[src/rtl/fantasticfft_fft8_seq.sv]
// Frame sequencer for the 8-point FFT core.
// Serial samples in, parallel frame to the core, serial bins out.
module fantasticfft_fft8_seq #(
    parameter int INPUT_SIZE   = 8,
    parameter int CORE_LATENCY = 1
) (
    input  logic                      clk,
    input  logic                      rst,
    input  logic                      in_valid,
    output logic                      in_ready,
    input  logic [INPUT_SIZE-1:0]     in_data,
    output logic [8*INPUT_SIZE-1:0]   core_x,
    input  logic [8*INPUT_SIZE-1:0]   core_y_re,
    input  logic [8*INPUT_SIZE-1:0]   core_y_im,
    output logic                      out_valid,
    input  logic                      out_ready,
    output logic [INPUT_SIZE-1:0]     out_re,
    output logic [INPUT_SIZE-1:0]     out_im,
    output logic [2:0]                out_index,
    output logic                      out_last,
    output logic [15:0]               frames_done
);

    localparam int W = INPUT_SIZE;

    typedef enum logic [1:0] {
        FILL,
        WAIT,
        DRAIN
    } state_t;

    state_t         state;
    logic [2:0]     wr_cnt;
    logic [2:0]     rd_cnt;
    logic [2:0]     rd_nxt;
    logic [3:0]     wcnt;
    logic [W-1:0]   slot   [8];
    logic [W-1:0]   buf_re [8];
    logic [W-1:0]   buf_im [8];

    assign in_ready = (state == FILL);
    assign rd_nxt   = rd_cnt + 3'd1;

    // Input slots drive the core directly; x0 sits in the LSBs.
    always_comb begin
        core_x = '0;
        for (int k = 0; k < 8; k++) begin
            core_x[k*W +: W] = slot[k];
        end
    end

    // Frame sequencing: fill slots, wait out the core, drain bins.
    always_ff @(posedge clk) begin
        if (rst) begin
            state       <= FILL;
            wr_cnt      <= '0;
            rd_cnt      <= '0;
            wcnt        <= '0;
            out_valid   <= 1'b0;
            out_last    <= 1'b0;
            out_index   <= '0;
            out_re      <= '0;
            out_im      <= '0;
            frames_done <= '0;
            for (int k = 0; k < 8; k++) begin
                slot[k]   <= '0;
                buf_re[k] <= '0;
                buf_im[k] <= '0;
            end
        end else begin
            unique case (state)
                FILL: begin
                    if (in_valid) begin
                        slot[wr_cnt] <= in_data;
                        wr_cnt       <= wr_cnt + 3'd1;
                        if (wr_cnt == 3'd7) begin
                            wcnt  <= 4'(CORE_LATENCY);
                            state <= WAIT;
                        end
                    end
                end
                WAIT: begin
                    if (wcnt == 4'd0) begin
                        for (int k = 0; k < 8; k++) begin
                            buf_re[k] <= core_y_re[k*W +: W];
                            buf_im[k] <= core_y_im[k*W +: W];
                        end
                        rd_cnt    <= '0;
                        out_valid <= 1'b1;
                        out_re    <= core_y_re[W-1:0];
                        out_im    <= core_y_im[W-1:0];
                        out_index <= '0;
                        out_last  <= 1'b0;
                        state     <= DRAIN;
                    end else begin
                        wcnt <= wcnt - 4'd1;
                    end
                end
                DRAIN: begin
                    if (out_ready) begin
                        if (rd_cnt == 3'd7) begin
                            frames_done <= frames_done + 16'd1;
                            rd_cnt      <= '0;
                            out_valid   <= 1'b0;
                            out_last    <= 1'b0;
                            out_index   <= '0;
                            state       <= FILL;
                        end else begin
                            rd_cnt    <= rd_nxt;
                            out_re    <= buf_re[rd_nxt];
                            out_im    <= buf_im[rd_nxt];
                            out_index <= rd_nxt;
                            out_last  <= (rd_nxt == 3'd7);
                        end
                    end
                end
                default: state <= FILL;
            endcase
        end
    end

endmodule

[config.mk]
export PLATFORM = sky130hd
export DESIGN_NAME = fantasticfft_fft8_seq
export DESIGN_NICKNAME = d
export VERILOG_FILES = /design/src/rtl/fantasticfft_fft8_seq.sv
export SDC_FILE = /design/constraint.sdc
export NUM_CORES = 1
export LEC_CHECK = 0
export CAP_MARGIN = 0
export CORE_UTILIZATION = 25
export CTS_CLUSTER_DIAMETER = 80
export DETAILED_ROUTE_END_ITERATION = 8
export PLACE_DENSITY = 0.55
export SYNTH_ARGS = -nofsm -noshare
export SYNTH_HDL_FRONTEND = slang
export SYNTH_SLANG_ARGS = --single-unit
[constraint.sdc]
create_clock -name clk -period 5.8 [get_ports clk]
set_clock_uncertainty 0.2 [all_clocks]
set_input_delay 1.45 -clock clk [delete_from_list [all_inputs] [get_ports clk]]
set_output_delay 1.45 -clock clk [all_outputs]
set_load 0.03 [all_outputs]
# Word level (Yosys, flattened, before mapping)
# Memory sizes are Yosys's and may differ from the RTL's.
# Cells that the tools add are included.
# W data, S select, Z words.
# classes
n_addsub,4
n_eq_ne,12
mux,59
bitwise,16
n_reduce_logical,12
# op_table
op,count
$mux W8,23
$pmux W8 S2,2
$mux W1,17
$add A16 B1 Y16 const B,1
$or A1 B1 Y1,16
$mux W3,4
$mux W4,3
$ne A2 B2 Y1 const B,6
$reduce_and A4 Y1,3
$mux W2,5
$eq A3 B3 Y1 const B,3
$pmux W4 S2,1
$reduce_or A8 Y1,1
$add A3 B1 Y3 const B,2
$pmux W2 S3,1
$pmux W3 S2,1
$reduce_and A3 Y1,2
$reduce_and A5 Y1,1
$logic_not A4 Y1,1
$pmux W1 S2,2
$reduce_bool A2 Y1,2
$sub A4 B1 Y4 const B,1
$eq A2 B1 Y1 const B,1
$eq A2 B2 Y1 const B,1
other kinds (3),3
# word_totals
register_bits,46
mem_bits_rw,192
out_inout_bits,102
wordCells,115
memories,3
# mem_list
memory,depth,word_bits,rd,rd_clocked_by_memory_dff,wr,line,text
buf_im,8,8,1,0,8,39,logic [W-1:0] buf_im [8];
buf_re,8,8,1,0,8,38,logic [W-1:0] buf_re [8];
slot,8,8,8,0,8,37,logic [W-1:0] slot [8];

# Logic depth before layout (Yosys ltp)
# Gate-level depths: netlist of run 1.
# depth
ltp_word,6
mapped_depth,9
mapped_depth_nobuf,6

# Least setup slack after synthesis of run 1
# Ideal clock, no wire load.
# synth_timing
kind,input port to flip-flop
startpoint,in rst
endpoint,"mem buf_im[0][0] in the netlist's numbering, enable pin"
arrival_ps,5088
required_time_ps,5091
slack_ps,3
stages,3
path_buffers,2
cell_sequence,clkbuf_1 clkbuf_1 nand2b_1
# synth_lines
element,line,text
from (decl),8,"input logic rst,"
to (decl),39,

# Final worst setup path of run 1
# layout_timing
startpoint,reg state[1]
endpoint,out in_ready
# layout_between
elab_chain_cells,1
# layout_lines
element,line,text
from (decl),32,state_t state;
from (signal assigned),55,state <= FILL;
from (signal assigned),78,state <= WAIT;
from (signal assigned),94,state <= DRAIN;
$logic_not A2 Y1,41,assign in_ready = (state == FILL);
to (decl),10,"output logic in_ready,"
# Every way passes these cells.

==> results of run 1 <==
==> flip-flops by register name, indices dropped and copies added, names as in the netlist <==
name	count
out_im	8
wcnt	4
out_valid	1
buf_re	64
state	2
slot	64
buf_im	64
wr_cnt	3
rd_cnt	3
frames_done	16
out_last	1
out_re	8
==> worst paths after layout <==
| check | slack (ns) | to | startpoint |
|---|---|---|---|
| max | 2.06 | in_ready | state[1]$_SDFFE_PP0P_ |
| min | 0.27 | out_valid$_SDFFE_PP0P_ | out_valid$_SDFFE_PP0P_ |
| max reg2reg | 2.50 | out_re[4]$_SDFFE_PP0P_ | rd_cnt[0]$_SDFFE_PP0P_ |
| min reg2reg | 0.27 | out_valid$_SDFFE_PP0P_ | out_valid$_SDFFE_PP0P_ |
==> kinds of logic after synthesis <==
| logic type | after synthesis | synth area share (%) |
|---|---|---|
| flip-flops | 238 | 64.96 |
| multiplexers | 67 | 6.795 |
| buffers and inverters | 49 | 2.006 |
| adder cells (fa/ha/maj) | 8 | 0.9724 |
| AO/OA/AOI/OAI | 54 | 3.562 |
| AND/OR/NAND/NOR | 356 | 20.77 |
| XOR/XNOR | 11 | 0.9359 |
==> through the flow <==
| stage | hold slack [ns] | area (um^2) | instances | power (uW) | utilization, % |
|---|---|---|---|---|---|
| 3_3_place_gp | 0.2503 | 13310 | 1518 | 2239 | 33.11 |
| 6_report | 0.2683 | 14160 | 1568 | 3851 | 35.24 |
| 5_1_grt | 0.3070 | 14160 | 1568 | 3985 | 35.24 |
| 3_5_place_dp | 0.2699 | 13310 | 1518 | 2240 | 33.11 |
| 2_1_floorplan | 0.2789 | 10290 | 783 | 2068 | - |
| 4_1_cts | 0.2773 | 14160 | 1568 | 3902 | 35.24 |
==> cells in the mapped netlist (2+ instances only) <==
master	count	share of area, %
sky130_fd_sc_hd__clkbuf_1	28	1.0
sky130_fd_sc_hd__nand2b_1	4	0.24
sky130_fd_sc_hd__nor2b_1	50	3.0
sky130_fd_sc_hd__ha_1	8	0.97
sky130_fd_sc_hd__edfxtp_1	192	56
sky130_fd_sc_hd__a21oi_1	14	0.68
sky130_fd_sc_hd__buf_2	5	0.24
sky130_fd_sc_hd__nor3b_1	2	0.15
sky130_fd_sc_hd__o22ai_1	15	0.91
sky130_fd_sc_hd__mux2i_1	62	6.0
sky130_fd_sc_hd__or2_2	7	0.43
sky130_fd_sc_hd__nor4_1	19	1.2
sky130_fd_sc_hd__nor2_2	3	0.18
sky130_fd_sc_hd__nand2_1	15	0.55
sky130_fd_sc_hd__nor3_1	22	1.1
sky130_fd_sc_hd__xnor2_1	6	0.51
sky130_fd_sc_hd__or4_1	2	0.15
sky130_fd_sc_hd__or3b_2	2	0.17
sky130_fd_sc_hd__nand3_1	12	0.58
sky130_fd_sc_hd__nand4_1	3	0.18
sky130_fd_sc_hd__dfxtp_1	46	8.9
sky130_fd_sc_hd__o21ai_0	3	0.15
sky130_fd_sc_hd__buf_6	2	0.22
sky130_fd_sc_hd__mux4_2	2	0.44
sky130_fd_sc_hd__nor2_1	37	1.3
sky130_fd_sc_hd__mux2_2	3	0.33
sky130_fd_sc_hd__nand4bb_1	2	0.22
sky130_fd_sc_hd__a2bb2oi_1	2	0.17
sky130_fd_sc_hd__o2bb2ai_1	15	1.3
sky130_fd_sc_hd__xor2_1	5	0.43
sky130_fd_sc_hd__or3_1	4	0.24
sky130_fd_sc_hd__and2_1	159	9.7
sky130_fd_sc_hd__inv_1	7	0.26
sky130_fd_sc_hd__buf_1	6	0.22
==> area by class of cell <==
class / instances / area, um^2
Timing Repair Buffer: 252 / 2505
Tap cell: 525 / 656.9
Inverter: 7 / 26.28
Sequential cell: 238 / 6686
Multi-Input combinational cell: 496 / 3432
Fill cell: 3956 / 26030
Clock inverter: 16 / 112.6
Clock buffer: 34 / 744.5
==> routing by layer <==
metal	track usage (%)	routed length (um)	vias up	share of wire [%]
met4	3.492	681	0	2.5
met2	20.91	12430	222	46
li1	-	-	3291	-
met3	2.641	1680	39	6.2
met1	16.55	12150	3196	45
met5	0	0	-	0
==> worst min-delay path: cells and delay by family (launching register included) <==
family / cells / cell delay (ns)
AOI/OAI and AO/OA: 1 / 0.06
DFF: 1 / 0.31
and+or+nand+nor: 1 / 0.05
==> power groups by stage <==
stage	sequential (uW)	combinational (uW)	clock (uW)
6_report	1920	275	1650
3_5_place_dp	1960	280	0
3_3_place_gp	1960	279	0
2_1_floorplan	2000	63.8	0
5_1_grt	1930	294	1760
4_1_cts	1920	280	1700
==> results.md, run 1 <==
Power and ir drop:
- The peak supply drop is 0.1815 mV.
- Per report_power, the clock group accounts for between 40 and 50% of the total.
- The sequential fraction of design power is 50.0%.
- The portion of total power attributed to combinational logic is 7.1%.
- The reported net switching power is between 800 and 900 uW.
- Dividing total power by cell area gives a power density of around 270 nW/um^2.
- Cell internal power was estimated by the tool at 3002 uW.
- Net switching is 22.06% of the power.
- The leakage power summed over all cells is around 0.0051 uW.

Worst setup path:
- The worst-path maximum fanout is 13.
- The critical path data required time is 4.15 ns.
- The largest single stage delay on the critical path is 0.75 ns.
- The slowest stage of the critical path is the sky130_fd_sc_hd__clkdlybuf4s50_1 cell.
- The worst setup path is launched from a flip-flop.
- The arrival time reported for the critical path endpoint is approximately 2.1 ns.
- Walking the worst path, the cells encountered are nor2_1 -> clkdlybuf4s50_1.
- The path length in cells of the critical path is 2.
- The number of buffers and inverters on the critical path is 1.
- The worst setup path is captured at a primary output.
- The path type of the worst setup path is reg -> out.
- The length in cells of the worst reg-to-reg path is 8.
- The cell family contributing the most delay on the critical path is buffers and inverters.

Cells and area:
- The count of inserted antenna diode cells is 0.
- The final net count is 1,171.
- The relative area change from synthesis to final layout is 37.60%.
- In the layout the commonest cells are sky130_fd_sc_hd__clkdlybuf4s50_1 (240), sky130_fd_sc_hd__edfxtp_1 (192), sky130_fd_sc_hd__and2_1 (159).
- Of the cells placed in the final design, the portion with a size suffix greater than 1 is 7.670%.
- Leaving out fill and tap cells, the most frequent cell in the layout is sky130_fd_sc_hd__clkdlybuf4s50_1.

STA:
- In the final timing run, aggregate negative setup slack is 0 ns.
- The number of endpoints with negative hold slack in the final report is 0.
- The pin slew with the least headroom to its limit is 0.8986 ns.
- Static timing analysis puts the maximum clock frequency at 0.2672 GHz.
- The relative max-transition margin is between 30% and 40%.
- The period utilization is ~65%.
- Setup repair after global routing left no endpoint under its margin.
- Subtracting the final worst setup slack from the clock period gives 3.742 ns.
- Setup violations remaining at the end of the flow were counted as 0.
- In the post-route analysis, the smallest setup slack over all paths is ~2 ns.
- The number of max-slew violations in the final report is 0.

Yosys:
- Yosys mapped a number of flops with a built-in enable equal to 192.
- The post-synthesis average cell area is 13.15 um^2.
- The sequential element share of the synthesized area is 64.96%.
- Counting every net in the synthesized netlist gives 931.
- The number of instances in the synthesized netlist is 783.
- During synthesis, Yosys emitted a total of 0 warnings.
- After synthesis the cells add up to between 10,000 and 15,000 um^2.
- In this run, synthesis produced a sequential element count of between 200 and 250.
- The synthesized netlist contains 53 unique library cells.
- The proportion of synthesized flip-flops having asynchronous set or reset is 0%.
- The most used flip-flop cell after synthesis is sky130_fd_sc_hd__edfxtp_1.

Placement:
- The final weighted congestion of routability-driven global placement is 0.7292.
- The worst setup slack before clock tree synthesis is 1.640 ns.
- Buffers placed on the I/O ports in this run total between 200 and 250.
- Detailed placement finished with a half-perimeter wire length of 18,540 um.

Floorplan:
- The I/O pin count is between 200 and 250.
- The die span in x is 204.9 um.
- The die covers 41,990 um^2.
- Measured along the y axis, the die boundary spans between 200 and 250 um.
- The row count is 73.
- Once the floorplan was initialized, standard cells occupied 25.61% of the core.
- The area of the core region is 40,190 um^2.

Clock tree:
- TritonCTS built the clock tree.
- The latest clock arrival within the worst-skew pair is 0.54 ns.
- The root buffer cell chosen for the clock tree is sky130_fd_sc_hd__clkbuf_16.
- The number of gates resized after CTS was 0.
- The clock drives 238 sinks.
- In this run the number of H-tree levels came out at 1.
- The maximum count of clock buffers along a single path is 3.
- Buffers inserted during clock tree synthesis total 28.
- Once the clock tree was built, the setup fixing pass inserted 0 buffers.
- The clock transition time at the flip-flop clock pins of the worst setup and hold paths is approximately 0.06 ns.
- The number of buffers added to fix hold violations after cts is 0.

Global route:
- The number of antenna violations at the first check in global routing was 0.
- The wire length of the first global-routing pass is 40,290 um.
- The largest net degree at the start of global routing is 96.
- The aggregate global routing overflow is 0.
- The global-route total usage across every layer is 12.61%.
- The via count of the first global-routing pass is 6,863.

Worst hold path:
- The worst hold path belongs to the class reg -> reg.
- The worst hold path stage count is 2.

Job:
- The number of violations of the max-capacitance limit is 0.

Route:
- The detailed-route vias per instance is 4.304.
- The detailed-route wire length per cell is 17.19 um.
- The first routing iteration left 305 violations.
- The number of search-and-repair iterations in the first detailed-routing pass is 4.
- The DRC violation count after routing is 0.
- The post-route antenna net violation count is 0.
- The total detailed-routing wirelength is 26,950 um.
- The routed layout has 6,748 vias.

Run status:
- The flow ran to the end, and the final reports show no timing, DRC or antenna violations.
No activity file was read; power rests on OpenSTA's default activity.
==> run 2, diff against run 1 <==
PLACE_DENSITY = 0.54   (was 0.55)
clock period = 3.7 ns   (was 5.8 ns; I/O delays follow)
==> results.md, run 2 (synthesis results as in run 1) <==
Route:
- The detailed-route vias per instance is 4.325.
- The number of search-and-repair iterations in the first detailed-routing pass is 4.
- The DRC violation count after routing is 0.
- Dividing the detail-routed wire length by the instance count gives roughly 17 um.
- The via total after detailed routing is about 6,800.
- The initial DRC count is roughly 300.
- For this block, the routed nets add up to 27,040 um of wire.
- Summed over all nets, wire length on met2 after detailed routing comes to 12,650 um.
- The length of routed met3 wiring is 1715 um.
- The post-route antenna net violation count is 0.
- The highest metal layer carrying signal wires in the routed design is met5.
- The detailed-routing wirelength on met1 is approximately 12,000 um.

Power and ir drop:
- The total power density per cell area is 422.9 nW/um^2.
- Summed over all cells, the static leakage comes to 0.005128 uW.
- The design draws approximately 6000 uW.
- VDD sags by at most about 0.35 mV.

Clock tree:
- Counting every sink on the clock net gives 238.
- The number of instances resized during post-cts repair is 0.
- The clock transition time at the flip-flop clock pins of the worst setup and hold paths is approximately 0.060 ns.
- The post-CTS setup repair buffer count is 0.
- The number of clock buffers added by TritonCTS is 27.
- The root buffer cell chosen for the clock tree is sky130_fd_sc_hd__clkbuf_16.
- The number of buffers added to fix hold violations after cts is 0.
- CTS built an H-tree with a depth of 1.
- TritonCTS built the clock tree.
- The longest clock path from root to sink contains 3 buffers.
- The clock reaches the later pin of the worst-skew pair after 0.54 ns.

Floorplan:
- After floorplanning, the core was sized to cover 40,190 um^2.
- The I/O pin count is 242.
- The initial cell density of the core is 25.61%.
- The die is 204.9 um tall.
- The row count is 73.
- The floorplan step defined a die boundary enclosing 41,990 um^2.
- The die is 204.9 um wide.

Global route:
- The global-route total usage across every layer is between 10% and 20%.
- The via count of the first global-routing pass is 6,818.
- The aggregate global routing overflow is 0.
- Entering global routing, the biggest net connects 96 pins.
- The wire length of the first global-routing pass is 40,330 um.
- The number of antenna violations at the first check in global routing is 2.

Job:
- Max-cap violations in this run came to 0.

STA:
- The final critical path takes up 85.20% of the cycle.
- Setup violations remaining at the end of the flow were counted as 0.
- The clock period could shrink to 3.153 ns.
- Timing would allow up to roughly 0.32 GHz.
- The relative max-transition margin is a little under two fifths.
- The pin slew with the least headroom to its limit is roughly 0.95 ns.
- Final hold analysis gives a worst-case slack of 0.2567 ns.
- Setup repair after global routing left no endpoint under its margin.
- The number of endpoints with negative hold slack in the final report is 0.
- The number of max-slew violations in the final report is 0.
- Adding up every negative setup slack in the final design gives 0 ns.

Placement:
- After detailed placement, the design holds a cell count of approximately 1,500.
- Detailed placement ended at an HPWL of 18,810 um.
- Buffers placed on the I/O ports in this run total 241.
- Routability-driven placement finished with a final weighted congestion of 0.7225.

Cells and area:
- The most common cell after layout, fill and taps aside is sky130_fd_sc_hd__clkdlybuf4s50_1.
- The final net count is 1,177.
- In the layout the commonest cells are sky130_fd_sc_hd__clkdlybuf4s50_1 (240), sky130_fd_sc_hd__edfxtp_1 (192), sky130_fd_sc_hd__and2_1 (159).
- The number of filler instances in the final layout is 3,969.
- The post-route netlist has 7.744% of its cells at a drive strength greater than 1.
- The relative area change from synthesis to final layout is 38.20%.
- The final standard cell utilization of the core is a little over a third.
- The largest registers in the layout are buf_im: 64 flops, buf_re: 64 flops, slot: 64 flops.
- The final cell count without fillers is 1,572.

Worst setup path:
- The critical path in this run is classified as reg -> out.
- For the worst setup path, the data required time is about 2.6 ns.
- The capturing element type of the critical path is a primary output.
- The worst setup path is launched from a flip-flop.
- In this run the worst path has a maximum fanout of 13.
- For the worst setup path, the data arrival time is 2.03 ns.

Run status:
- The run finished with clean final reports.

Worst hold path:
- The path class of the lowest-slack min-delay path is reg -> reg.
[run 2: cell count changes in the layout (fill, tap and decap cells not counted), moves of 2 or more]
cell                        change
sky130_fd_sc_hd__clkinv_2       -5
sky130_fd_sc_hd__buf_12         +2
sky130_fd_sc_hd__bufinv_16      +2
sky130_fd_sc_hd__buf_4          +5
sky130_fd_sc_hd__clkbuf_16      -2
[run 2: worst max-delay path, stage by stage (launching register included)]
cell,delay [ns]
sky130_fd_sc_hd__dfxtp_1,0.46
sky130_fd_sc_hd__nor2_1,0.28
sky130_fd_sc_hd__clkdlybuf4s50_1,0.75
[run 2: layout make-up]
cell class,count,area (um^2),area share [%]
flip-flops and latches,238,6686,47.00
multi-input cells,496,3432,24.12
repair buffers,259,2582,18.15
clock buffers,33,698.2,4.908
well taps,525,656.9,4.617
clock inverters,13,141.4,0.9938
inverters,7,26.28,0.1847
diodes,1,2.502,0.01759
[run 2: report_power, final]
group	switching (uW)	leakage, uW	total [uW]	internal (uW)
logic	206	0.00238	431	226
registers	31.8	0.00234	3020	2980
clock network	1030	0.000400	2570	1540
[run 2: final timing paths]
| check | startpoint | endpoint | slack [ns] | cells past startpoint |
|---|---|---|---|---|
| setup / recovery | state[1]$_SDFFE_PP0P_ | in_ready | 0.55 | 2 |
| hold / removal | out_valid$_SDFFE_PP0P_ | out_valid$_SDFFE_PP0P_ | 0.26 | 2 |
| setup reg to reg | rd_cnt[0]$_SDFFE_PP0P_ | out_re[5]$_SDFFE_PP0P_ | 0.76 | 6 |
| hold reg to reg | out_valid$_SDFFE_PP0P_ | out_valid$_SDFFE_PP0P_ | 0.26 | 2 |
[run 2: metrics by stage]
step | setup slack, ns | instance area, um^2
3_3_place_gp | 0.2991 | 13380
6_report | 0.5474 | 14230
2_1_floorplan | 0.6546 | 10300
4_1_cts | 0.4967 | 14220
3_5_place_dp | 0.2351 | 13380
5_1_grt | 0.4489 | 14220
[run 2: layer usage]
| metal | global-route usage (%) | up-vias |
|---|---|---|
| met5 | 0 | - |
| met1 | 16.70 | 3236 |
| met4 | 2.831 | 4 |
| met2 | 20.96 | 214 |
| li1 | - | 3310 |
| met3 | 3.277 | 35 |
